**src/rtl/wdt_pkg.sv**
```systemverilog
// Shared types and defaults for the watchdog reset controller.
package wdt_pkg;

  typedef enum logic [1:0] {
    IDLE      = 2'd0,
    WARN      = 2'd1,
    RST_PULSE = 2'd2,
    HOLDOFF   = 2'd3
  } wdt_state_e;

  localparam int unsigned RST_CYCLES_DEF     = 8;
  localparam int unsigned HOLDOFF_CYCLES_DEF = 4;
  localparam int unsigned CNT_W              = 8;

endpackage

```
**src/rtl/wdt_cycle_counter.sv**
```systemverilog
// Loadable down-counter that times the reset pulse and the post-reset holdoff.
module wdt_cycle_counter
  import wdt_pkg::*;
(
  input  logic             clk,
  input  logic             rst,
  input  logic             load_i,
  input  logic [CNT_W-1:0] load_val_i,
  input  logic             dec_i,
  output logic             done_o
);

  logic [CNT_W-1:0] count_q;

  // Load has priority over decrement; the count rests at zero.
  always_ff @(posedge clk) begin
    if (rst) begin
      count_q <= '0;
    end else if (load_i) begin
      count_q <= load_val_i;
    end else if (dec_i && (count_q != '0)) begin
      count_q <= count_q - CNT_W'(1);
    end else begin
      count_q <= count_q;
    end
  end

  assign done_o = (count_q == '0);

endmodule

```
**src/rtl/wdt_reset_ctrl.sv**
```systemverilog
// Two-strike watchdog response: first timeout raises a warning irq, a second
// timeout issues a timed system reset followed by a holdoff window.
module wdt_reset_ctrl
  import wdt_pkg::*;
#(
  parameter int unsigned RST_CYCLES     = RST_CYCLES_DEF,
  parameter int unsigned HOLDOFF_CYCLES = HOLDOFF_CYCLES_DEF
) (
  input  logic       clk,
  input  logic       rst,
  input  logic       enable,
  input  logic       timeout,
  input  logic       irq_ack,
  input  logic       cause_clr,
  output logic       wdt_restart,
  output logic       irq,
  output logic       sys_rst,
  output logic       rst_cause,
  output logic [3:0] rst_count
);

  wdt_state_e       state_q, state_d;
  logic             timeout_q;
  logic             timeout_ev;
  logic             enter_rst;
  logic             cnt_load;
  logic [CNT_W-1:0] cnt_load_val;
  logic             cnt_dec;
  logic             cnt_done;

  logic       irq_q, irq_d;
  logic       sys_rst_q, sys_rst_d;
  logic       wdt_restart_q, wdt_restart_d;
  logic       rst_cause_q, rst_cause_d;
  logic [3:0] rst_count_q, rst_count_d;

  assign timeout_ev = timeout & ~timeout_q;

  always_ff @(posedge clk) begin
    if (rst) begin
      state_q   <= IDLE;
      timeout_q <= 1'b0;
    end else begin
      state_q   <= state_d;
      timeout_q <= timeout;
    end
  end

  // In WARN, losing enable dominates, and a second timeout beats an ack.
  always_comb begin
    state_d = state_q;
    case (state_q)
      IDLE: begin
        if (enable && timeout_ev) state_d = WARN;
        else                      state_d = IDLE;
      end
      WARN: begin
        if (!enable)         state_d = IDLE;
        else if (timeout_ev) state_d = RST_PULSE;
        else if (irq_ack)    state_d = IDLE;
        else                 state_d = WARN;
      end
      RST_PULSE: begin
        if (cnt_done) state_d = HOLDOFF;
        else          state_d = RST_PULSE;
      end
      HOLDOFF: begin
        if (cnt_done) state_d = IDLE;
        else          state_d = HOLDOFF;
      end
      default: state_d = IDLE;
    endcase
  end

  assign enter_rst = (state_q == WARN) && (state_d == RST_PULSE);

  always_comb begin
    cnt_load     = enter_rst || ((state_q == RST_PULSE) && cnt_done);
    cnt_load_val = enter_rst ? CNT_W'(RST_CYCLES - 1) : CNT_W'(HOLDOFF_CYCLES - 1);
    cnt_dec      = (state_q == RST_PULSE) || (state_q == HOLDOFF);
  end

  wdt_cycle_counter u_cnt (
    .clk        (clk),
    .rst        (rst),
    .load_i     (cnt_load),
    .load_val_i (cnt_load_val),
    .dec_i      (cnt_dec),
    .done_o     (cnt_done)
  );

  // Output values are derived from the upcoming state so they register on the transition edge.
  always_comb begin
    irq_d         = (state_d == WARN);
    sys_rst_d     = (state_d == RST_PULSE);
    wdt_restart_d = ((state_q == IDLE) && (state_d == WARN)) ||
                    (state_d == RST_PULSE) || (state_d == HOLDOFF);
    if (enter_rst)      rst_cause_d = 1'b1;
    else if (cause_clr) rst_cause_d = 1'b0;
    else                rst_cause_d = rst_cause_q;
    if (enter_rst && (rst_count_q != 4'd15)) rst_count_d = rst_count_q + 4'd1;
    else                                     rst_count_d = rst_count_q;
  end

  always_ff @(posedge clk) begin
    if (rst) begin
      irq_q         <= 1'b0;
      sys_rst_q     <= 1'b0;
      wdt_restart_q <= 1'b0;
      rst_cause_q   <= 1'b0;
      rst_count_q   <= 4'd0;
    end else begin
      irq_q         <= irq_d;
      sys_rst_q     <= sys_rst_d;
      wdt_restart_q <= wdt_restart_d;
      rst_cause_q   <= rst_cause_d;
      rst_count_q   <= rst_count_d;
    end
  end

  assign irq         = irq_q;
  assign sys_rst     = sys_rst_q;
  assign wdt_restart = wdt_restart_q;
  assign rst_cause   = rst_cause_q;
  assign rst_count   = rst_count_q;

endmodule

```
**config.mk**
```make
export PLATFORM = sky130hd
export DESIGN_NAME = wdt_reset_ctrl
export DESIGN_NICKNAME = d
export VERILOG_FILES = /design/src/rtl/wdt_pkg.sv /design/src/rtl/wdt_cycle_counter.sv /design/src/rtl/wdt_reset_ctrl.sv
export SDC_FILE = /design/constraint.sdc
export NUM_CORES = 1
export LEC_CHECK = 0
export CAP_MARGIN = 20
export CORE_MARGIN = 5
export CORE_UTILIZATION = 50
export CTS_CLUSTER_DIAMETER = 30
export DETAILED_ROUTE_END_ITERATION = 10
export DONT_BUFFER_PORTS = 1
export PLACE_DENSITY = 0.63
export SETUP_SLACK_MARGIN = 0.2
export SYNTH_ARGS = -nofsm -noshare
export SYNTH_HDL_FRONTEND = slang
export SYNTH_HIERARCHICAL = 1
export SYNTH_SLANG_ARGS = --single-unit
```
**constraint.sdc**
```tcl
create_clock -name clk -period 2.75 [get_ports clk]
set_input_delay 0.275 -clock clk [delete_from_list [all_inputs] [get_ports clk]]
set_output_delay 0.275 -clock clk [all_outputs]
set_load 0.005 [all_outputs]
```
* Word-level counts from Yosys, hierarchy flattened
Cells that the tools add are included.
** Word-level totals
- Register bits :: 19
- Bits in latches :: 0
- RAM bits :: 0
- Memory bits (read-only) :: 0
- Bits of input ports :: 6
- Output and inout port bits :: 8
- Word-level logic and storage cells :: 46
- Memories kept :: 0
** Operators by class
- $add $sub $neg :: 2
- Multipliers :: 0
- Div/mod/pow operators :: 0
- Magnitude comparators :: 0
- Equality and inequality tests :: 7
- Shifts and indexed selects :: 0
- Mux-type cells :: 12
- Bitwise operators :: 2
- Reduce and logical (&&, ||, !) cells :: 15
** Operators with widths (count)
- 8-bit two-way mux :: 2
- 2-bit equality test (second input constant) :: 4
- 8-bit zero test :: 1
- 2-bit case mux with 4 select lines :: 1
- 8-bit nonzero test :: 1
- 8-bit by 1-bit subtractor with 8-bit output (second input constant) :: 1
- 1-bit logical AND :: 6
- 2-bit two-way mux :: 3
- 1-bit two-way mux :: 5
- 4-bit by 1-bit adder with 4-bit output (second input constant) :: 1
- 2-bit by 1-bit equality test with 1-bit output (second input constant) :: 2
- 1-bit logical OR :: 4
- 4-bit != test (second input constant) :: 1
- 2-bit nonzero test :: 2
- 3-bit two-way mux :: 1
- 2-bit zero test :: 1
- 1-bit AND :: 1
- 1-bit NOT :: 1

* Logic depth before layout (Yosys ltp)
Gate-level depths: netlist (run 1).
- Word-level depth :: 9
- Depth in mapped cells :: 10
- Depth with buffers taken out :: 9

* Modules after synthesis
The synthesis (run 1) kept the hierarchy.
** By module, submodules not included
- wdt_cycle_counter :: instances 1, cells an instance 59, area each 515.5 sq um, seq. area each 160.2 sq um
- wdt_reset_ctrl :: instances 1, cells an instance 55, area each 500.5 sq um, seq. area each 220.2 sq um

* Worst setup path after synthesis (run 1)
Ideal clock, no wire load.
- Kind :: reg-to-reg
- From :: reg u_cnt.count_q[2]
- To :: reg u_cnt.count_q[1]
- Setup time :: 0.134 ns
- Arrival :: 2.261 ns
- Data required time :: 2.616 ns
- Path slack :: 0.355 ns
- Cell stages (with the launch flop) :: 9
- Buffers on the path :: 1
- Period minus slack after synthesis :: 2.395 ns
- Cell sequence :: dfxtp_1 > or4_4 > nor4_1 > nand3b_1 > nand2_1 > clkbuf_1 > clkinv_1 > nand4b_1 > o211ai_1
** Between the ends
- Word-level cells in the longest chain between the ends :: 7
- Elaborated cells between the ends (all ways) :: 12
- Classes of those cells :: eq/ne (1); mux (4); reduce/logical (7)
** RTL lines
- from (decl) :: RTL line wdt_cycle_counter.sv:13 : logic [CNT_W-1:0] count_q;
- from (signal assigned) :: RTL line wdt_cycle_counter.sv:20 : count_q <= load_val_i;
- from (signal assigned) :: RTL line wdt_cycle_counter.sv:22 : count_q <= count_q - CNT_W'(1);
- from (signal assigned) :: RTL line wdt_cycle_counter.sv:24 : count_q <= count_q;
- 8-bit zero test (*) :: RTL line wdt_cycle_counter.sv:28 : assign done_o = (count_q == '0);
- net cnt_done :: RTL line wdt_reset_ctrl.sv:29 : logic cnt_done;
- 2-bit two-way mux / 1-bit two-way mux (equally long branches) :: RTL line wdt_reset_ctrl.sv:68, wdt_reset_ctrl.sv:64
- 2-bit case mux with 4 select lines :: RTL line wdt_reset_ctrl.sv:52 : case (state_q)
- 2-bit equality test :: RTL line wdt_reset_ctrl.sv:75 : assign enter_rst = (state_q == WARN) && (state_d == RST_PULSE);
- 1-bit logical AND :: RTL line wdt_reset_ctrl.sv:75
- 1-bit logical OR (*) :: RTL line wdt_reset_ctrl.sv:78 : cnt_load = enter_rst || ((state_q == RST_PULSE) && cnt_done);
- net cnt_load :: RTL line wdt_reset_ctrl.sv:26 : logic cnt_load;
- 8-bit two-way mux / 2-bit nonzero test (equally long branches)
Mark *: on every way through the listed nets, which the timed path passes. The rest lies on a longest branch.
A chain may end at the register's enable or synchronous reset.

* Worst setup path after layout (run 1)
Same ends and word-level chain as after synthesis.

==> results of run 1 <==
synthesized netlist by cell type (2+ instances only):
master / instances
dfxtp_1: 19
a21oi_1: 12
nor2_1: 9
nand2_1: 8
inv_1: 4
nand3_1: 4
nor3_1: 4
clkbuf_1: 3
ha_1: 3
nand2b_1: 3
nor3b_1: 3
o21ai_0: 3
xnor2_1: 3
a211oi_2: 2
a311oi_1: 2
conb_1: 2
mux2i_1: 2
nand3b_1: 2
or3_2: 2
or4_1: 2
or4_2: 2
xor2_1: 2
cell type report:
class	instances	area, sq um
repair buffers	2	17.52
well taps	27	33.78
inverters	6	31.28
flip-flops and latches	19	380.4
multi-input cells	89	606.8
clock buffers	4	26.28
fillers	189	845.8
timing repair:
item,4_1_cts,5_1_grt
hold buffers,0,1
hold endpoints to repair,0,1
endpoints found under the setup margin,0,3
gates resized for setup,0,2
layout by cell type (no fill, tap or decap), types with 2 or more instances in the layout:
master and instances:
dfxtp_1 19, a21oi_1 12, nor2_1 9, nand2_1 7, conb_1 7, nor3_1 4
nand3_1 4, inv_1 4, nand2b_1 3, ha_1 3, clkbuf_4 3, xnor2_1 3
o21ai_0 3, nor3b_1 3, nand3b_1 2, mux2i_1 2, a211oi_2 2, xor2_1 2
or4_2 2, or4_1 2, a311oi_1 2, or3_2 2
flip-flops by register name (all words and copies together), names as in the netlist:
register / count
rst_cause: 1
wdt_restart: 1
rst_count: 4
state_q: 2
sys_rst: 1
timeout_q: 1
u_cnt/count_q: 8
irq: 1
worst max-delay path, delay by kind of cell, from the launching register on:
family | cells | cell delay (ns)
compound gates | 1 | 0.10
buf+inv | 2 | 0.39
flops | 1 | 0.36
simple gates | 5 | 1.22
worst min-delay path by stage:
stage / startpoint / cells past startpoint / to
2_1_floorplan: rst / 1 / timeout_q
3_3_place_gp: rst / 1 / u_cnt/count_q[0]
3_5_place_dp: rst / 1 / u_cnt/count_q[0]
4_1_cts: rst / 1 / u_cnt/count_q[0]
5_1_grt: rst / 1 / u_cnt/count_q[4]
6_report: rst / 1 / rst_count[3]
logic make-up after synthesis:
kind of cell / count (synthesis) / synth area share
simple gates: 47 / 0.2808
buf+inv: 11 / 0.04925
other cells: 2 / 0.007392
fa+ha+maj: 3 / 0.03695
xor+xnor: 5 / 0.04311
flops: 19 / 0.3744
mux: 2 / 0.01971
compound gates: 25 / 0.1884
stage by stage:
stage / worst slack (ns) / power [mW] / instances
3_5_place_dp: 0.4347 / 0.3531 / 142
2_1_floorplan: 0.3551 / 0.3444 / 119
4_1_cts: 0.4090 / 0.4969 / 146
5_1_grt: 0.3560 / 0.5193 / 147
6_report: 0.5797 / 0.4905 / 147
3_3_place_gp: 0.4623 / 0.3522 / 142
power groups by stage:
stage               Clock [mW]  Combinational [mW]  Sequential (mW)
floorplan                    0              0.0500            0.294
global placement             0              0.0534            0.299
detailed placement           0              0.0542            0.299
CTS                      0.150              0.0545            0.293
global route             0.162              0.0637            0.294
finish                   0.142              0.0565            0.292
layer usage:
metal / wire length, um / track usage / share of wire
met1: 931 / 0.1928 / 0.49
met2: 858 / 0.2244 / 0.45
met3: 79 / 0.02681 / 0.041
met4: 37 / 0.09717 / 0.019
met5: 0 / 0 / 0
==> results.toml, run 1 <==
[power_and_ir_drop]
p_sw_mw = 0.1231
ir_worst_vdd_uv = 257.8
internal_power_mw = 0.3674
p_leak_nw = 0.3976
combPwrFrac = 0.115
powerDensity_nw_per_um2 = 447.5
p_clk_frac = 0.289
pwr-share-seq = 0.596
sw_frac_of_total = 0.2509

[final_layout]
drive_gt1_frac = 0.1583
finish.instance_area_sq_um = 1096
synthToLayoutAreaGrowth_pct = 7.882
n_antenna_cell = 0
final_core_util = 0.5644
fin_nets = 130

[placed_design]
gp_congestion = 0.7685
port_buffers = 0
dp_hpwl_um = 1378
dpl_cell_area_sq_um = 1054

[setup_path]
path_class = "reg2reg"
reg2reg_slack_ns = 0.58
cp-start-kind = "flip-flop"
endpoint = "u_cnt/count_q[1]"
cp.arrival_ns = 2.36
worstRegToRegCells = 8
crit_path_max_fanout = 11
rr_endpoint = "u_cnt/count_q[1]"
reg2reg_from = "u_cnt/count_q[2]"
cp-startpoint = "u_cnt/count_q[2]"
slowest_stage = "or4_4"
cp-end-kind = "flip-flop"
cp_slowest_stage_delay_ns = 0.59
path_cells = "or4_4 > nor4_1 > buf_4 > nand3b_1 > nand2_2 > clkinvlp_4 > nand4b_1 > o211ai_1"
required_ns = 2.94

[synthesis]
synthFlopType = "dfxtp_1"
async_flop_share = 0
yosysUniqueCellTypes = 40
ys_warn_count = 6
synth_top_area_frac = 0.3744
syn_area_sq_um = 1016
synth_cells = 114
ys_top_cells_by_area = "dfxtp_1, a21oi_1, ha_1"
yosysTopAreaCell = "dfxtp_1"
avgSynthCellArea_sq_um = 8.912
ys_seq_elements = 19
synth_edf_count = 0
seq_area_frac_synth = 0.3744

[outcome]
status = "complete, no violations"

[clocking]
cts_sinks = 19
cts_buffers = 3
cts_setup_buffers = 0
htreeDepth = 1
cts.clk_slew.worst_paths_ns = 0.11
clk_path_buf_depth = 2
clkLatencyLatePin_ns = 0.30
cts_root_buf = "clkbuf_4"
cts_tree = "done"

[worst_hold_path]
min_path_type = "in2reg"

[die]
dieArea_sq_um = 3033
start_util = 0.5232
fp.coreArea_sq_um = 1942
pin_count = 14
die_w_um = 55.08
rows = 16
die_height_um = 55.08

[drt]
route.detailed.drc = 0
num_vias = 799
antenna_left = 0
wl_um = 1907
dr.pass1.iters = 4
viasPerCell = 5.435
drt_iter0_drc = 10
avgRoutedWirePerCell_um = 12.97

[timing]
clock-skew-final_ns = 0.004455
setup-violations-final = 0
period_share = 0.7892
slew_violations = 0
tns_ns = 0
max_freq_ghz = 0.4608
rsz0062_at_grt = "no"
period_minus_slack_ns = 2.170
timing.hold.ws_ns = 0.02667
final_hold_viol_count = 0

[run]
drv_cap = 0

[global_route]
grt_max_degree = 22
grt_pass1_vias = 722
grt_util_all_layers = 0.1488
grt_overflow = 0
antenna_found_initial = 0
grt_pass1_wl_um = 3167
No activity file was read; power rests on OpenSTA's default activity.
==> run 2, diff against run 1 <==
- PLACE_DENSITY: 0.63 -> 0.66
- clock period: 2.75 -> 1.9 ns (I/O delays scaled with it)
==> run 2 against run 1 <==
Against the previous run: largest power group unchanged; design area is 21% higher; maximum frequency is 12% higher; power is 56% higher; register-to-register slack worse by 0.62 ns; die area stayed put; first-iteration DRC count is 30% higher; wire length is 22% higher; clock power is 50% higher; the flow now finishes with violations (hold timing, setup timing).
==> results.toml, run 2 (synthesized netlist as in run 1, its figures left out) <==
[placed_design]
gp_congestion = 0.6965
port_buffers = 0
dp_hpwl_um = 1373

[die]
dieArea_sq_um = 3033
rows = 16
start_util = 0.5232
die_w_um = 55.08
die_height_um = 55.08
pin_count = 14
fp.coreArea_sq_um = 1942

[setup_path]
crit_path_max_fanout = 5
rr_endpoint = "u_cnt/count_q[2]"
worstRegToRegCells = 10
path_class = "reg2reg"
cp.arrival_ns = 2.18
cp-end-kind = "flip-flop"
reg2reg_slack_ns = -0.04
reg2reg_from = "u_cnt/count_q[0]"
required_ns = 2.14
cp-start-kind = "flip-flop"

[timing]
clock-skew-final_ns = 0.004546
rsz0062_at_grt = "yes"
slew_violations = 0
tns_ns = -0.1613
period_minus_slack_ns = 1.945
timing.hold.ws_ns = -0.06653
setup_ws_ns = -0.04497
final_hold_viol_count = 15
max_freq_ghz = 0.5141
setup-violations-final = 6
period_share = 1.024

[worst_hold_path]
min_path_cells = 1
min_to = "u_cnt/count_q[0]"
min_path_type = "in2reg"
hp-start = "rst"

[final_layout]
final_common_cell = "dfxtp_1"
num-fill-cells = 163
layout_common_cells = "dfxtp_1, a21oi_1, buf_4, nor2_1, conb_1"
synthToLayoutAreaGrowth_pct = 30.17
drive_gt1_frac = 0.3731
fin_nets = 144
n_antenna_cell = 0
top_register = "u_cnt/count_q"
largest_reg_flops = 8

[clocking]
clkLatencyLatePin_ns = 0.30
clk_path_buf_depth = 2
cts.clk_slew.worst_paths_ns = 0.11
cts_root_buf = "clkbuf_4"
hold_buffers = 3
htreeDepth = 1
cts_tree = "done"
cts_buffers = 3
cts_sinks = 19

[power_and_ir_drop]
p_total_mw = 0.7655
p_leak_nw = 0.5113
ir_worst_vdd_uv = 315.0
powerDensity_nw_per_um2 = 578.8

[drt]
avgRoutedWirePerCell_um = 14.42
dr.pass1.iters = 4
maxUsedRoutingLayer = "met4"
wl_um = 2321
route.detailed.drc = 0
drt-met1-wl_um = 1032
num_vias = 861
wl_met3_um = 96
antenna_left = 0
viasPerCell = 5.348
wl_met2_um = 1164
drt_iter0_drc = 13

[run]
drv_cap = 0

[global_route]
antenna_found_initial = 0
grt_util_all_layers = 0.1724
grt_overflow = 0
grt_max_degree = 22
grt_pass1_vias = 832
grt_pass1_wl_um = 3726

[outcome]
status = "finished, violations left"
violations = "hold timing, setup timing"
## run 2: timing repair
item | in CTS | in global routing
setup endpoints to repair | 9 | 9
cloned | 0 | 1
gates resized for setup | 10 | 10
buffers inserted | 1 | 3
pin swaps | 6 | 10
endpoints found under the hold margin | 18 | 15
## run 2: critical path, stage by stage, from the launching register on
cell	delay (ns)
dfxtp_2	0.37
inv_1	0.07
ha_2	0.20
inv_2	0.11
nor4_4	0.05
nand3b_1	0.13
nand2_2	0.09
buf_6	0.13
clkbuf_16	0.14
or3_2	0.48
a21oi_2	0.12
## run 2: layer usage
metal  vias up  global-route usage
li1        439                   -
met3         4             0.03753
met4         0             0.06073
met5         -                   0
met1       406              0.2127
met2        12              0.2933
## run 2: power breakdown
part	leakage [nW]	internal (mW)	switching, mW
combinational	0.341	0.0702	0.0587
sequential	0.156	0.410	0.0131
clock	0.0139	0.0800	0.133
total	0.511	0.561	0.205
## run 2: area by class of cell
cell class / count / area (sq um) / share of cell area
multi-input cells: 89 / 666.9 / 0.5043
flip-flops and latches: 19 / 386.6 / 0.2923
repair buffers: 16 / 165.2 / 0.1249
inverters: 6 / 40.04 / 0.03027
well taps: 27 / 33.78 / 0.02554
clock buffers: 3 / 22.52 / 0.01703
clock inverters: 1 / 7.507 / 0.005676
## run 2: worst max-delay path by stage
stage	from	to	slack, ns	cells past startpoint
after floorplan	u_cnt/count_q[5]	u_cnt/count_q[2]	0.03	8
after global placement	u_cnt/count_q[0]	u_cnt/count_q[1]	0.03	8
after detailed placement	u_cnt/count_q[5]	u_cnt/count_q[6]	0.01	4
after CTS	u_cnt/count_q[4]	u_cnt/count_q[6]	0.07	7
after global routing	u_cnt/count_q[3]	u_cnt/count_q[1]	-0.12	8
final	u_cnt/count_q[0]	u_cnt/count_q[2]	-0.04	10
## run 2: per-stage QoR
stage / util / cells / instance area (sq um) / hold slack, ns / setup slack (ns)
6_report: 0.6811 / 161 / 1323 / -0.06653 / -0.04497
5_1_grt: 0.6811 / 161 / 1323 / -0.09604 / -0.1207
4_1_cts: 0.6372 / 157 / 1237 / -0.07614 / 0.06688
3_5_place_dp: 0.5902 / 149 / 1146 / 0.2601 / 0.01038
3_3_place_gp: 0.5902 / 149 / 1146 / 0.2578 / 0.02538
2_1_floorplan: - / 119 / 1072 / 0.2616 / 0.03290
==> run 3, diff against run 2 <==
- CORE_UTILIZATION: 50 -> 40
- PLACE_DENSITY: 0.66 -> 0.54
==> run 3 against run 2 <==
Against the previous run: the run ends with hold timing left; clock power about the same; critical path type unchanged; power increased by 0.91%; cell count increased by 3.7%; highest routed layer unchanged; setup slack improved by 0.075 ns; first-iteration DRC count increased by 38%; combinational power increased by 6%; largest power group unchanged; register-to-register slack improved by 0.07 ns; critical path depth decreased by 4; sequential power about the same; via count increased by 2.4%; sequential cell count unchanged.
==> results.toml, run 3 (synthesized netlist as in run 1, its figures left out) <==
[outcome]
status = "finished, violations left"
violations = "hold timing"

[setup_path]
cp-end-kind = "flip-flop"
required_ns = 2.07
path_class = "reg2reg"
cp-start-kind = "flip-flop"
cp.arrival_ns = 2.04
crit_path_max_fanout = 6

[final_layout]
multiInputGateArea_sq_um = 693.2
top_register = "u_cnt/count_q"
final_common_cell = "dfxtp_1"
synthToLayoutAreaGrowth_pct = 33.99
n_antenna_cell = 0
drive_gt1_frac = 0.4088
num-fill-cells = 228
layout_common_cells = "dfxtp_1, buf_4, nor2_1"
largest_reg_flops = 8
seq_area_sq_um = 387.9
fin_nets = 147

[drt]
drt_iter0_drc = 18
avgRoutedWirePerCell_um = 13.73
viasPerCell = 5.281
antenna_left = 0
dr.pass1.iters = 6
num_vias = 882
route.detailed.drc = 0
wl_um = 2293

[clocking]
clk_path_buf_depth = 2
cts_root_buf = "clkbuf_4"
cts_sinks = 19
cts_tree = "done"
cts.clk_slew.worst_paths_ns = 0.12
clkLatencyLatePin_ns = 0.30
hold_buffers = 3
cts_buffers = 3
htreeDepth = 1

[timing]
final_hold_viol_count = 14
rsz0062_at_grt = "yes"
tns_ns = 0
timing.hold.ws_ns = -0.07565
setup-violations-final = 0
clock-skew-final_ns = 0.005956
setup_ws_ns = 0.02989
slew_violations = 0
max_freq_ghz = 0.5347
period_share = 0.9843
period_minus_slack_ns = 1.870

[die]
rows = 18
die_w_um = 60.40
die_height_um = 60.40
fp.coreArea_sq_um = 2455
start_util = 0.4139
pin_count = 14
dieArea_sq_um = 3648

[global_route]
grt_pass1_wl_um = 3546
grt_max_degree = 22
grt_overflow = 0
grt_util_all_layers = 0.1282
grt_pass1_vias = 807
antenna_found_initial = 0

[power_and_ir_drop]
ir_worst_vdd_uv = 356.8
powerDensity_nw_per_um2 = 567.5
p_leak_nw = 0.5310

[worst_hold_path]
min_path_type = "in2reg"

[placed_design]
gp_congestion = 0.8035
port_buffers = 0
dp_hpwl_um = 1424
dp_slack_ns = -0.07975

[run]
drv_cap = 0
==> run 3: worst paths after layout <==
kind                      end              from  cells past startpoint  slack, ns
max          u_cnt/count_q[5]  u_cnt/count_q[5]                      6       0.03
min                state_q[0]               rst                      1      -0.08
max reg2reg  u_cnt/count_q[5]  u_cnt/count_q[5]                      6       0.03
min reg2reg      rst_count[1]      rst_count[1]                      2       0.55
==> run 3: timing repair <==
item                       in CTS  in global routing
setup endpoints to repair       8                 12
pin swaps                       8                 12
hold endpoints to repair       17                 15
gates resized for setup        15                 18
gates cloned                    0                  0
setup buffers                   5                  2
==> run 3: worst max-delay path, stage by stage, from the launching register on <==
cell and delay, ns:
dfxtp_2 0.34, or4_4 0.55, buf_6 0.15, o41ai_4 0.24, buf_4 0.22, or4_4 0.14, a311oi_2 0.10
==> run 3: final cells by class <==
cell class              instances  area share
inverters                       6     0.03125
well taps                      30     0.02757
clock inverters                 1    0.003676
repair buffers                 19      0.1268
clock buffers                   3     0.01654
multi-input cells              89      0.5092
flip-flops and latches         19      0.2849
==> run 3: report_power, final <==
| group | internal, mW | switching, mW |
|---|---|---|
| sequential | 0.411 | 0.0128 |
| clock | 0.0783 | 0.134 |
| combinational | 0.0790 | 0.0578 |
| total | 0.568 | 0.205 |
==> run 3: layer usage <==
layer,vias up,share of wire,GRT usage
li1,450,-,-
met1,410,0.48,0.1669
met2,20,0.47,0.1975
met3,2,0.049,0.03404
met4,0,0.0031,0.06013
met5,-,0,0
==> run 3: per-stage QoR <==
step | instances | cell area (sq um) | util | power, mW | hold slack, ns
6_report | 167 | 1361 | 0.5545 | 0.7725 | -0.07565
5_1_grt | 167 | 1361 | 0.5545 | 0.8145 | -0.1023
2_1_floorplan | 119 | 1072 | - | 0.5089 | 0.2616
3_5_place_dp | 153 | 1145 | 0.4664 | 0.5310 | 0.2592
4_1_cts | 165 | 1286 | 0.5240 | 0.7700 | -0.07585
3_3_place_gp | 153 | 1145 | 0.4664 | 0.5310 | 0.2587
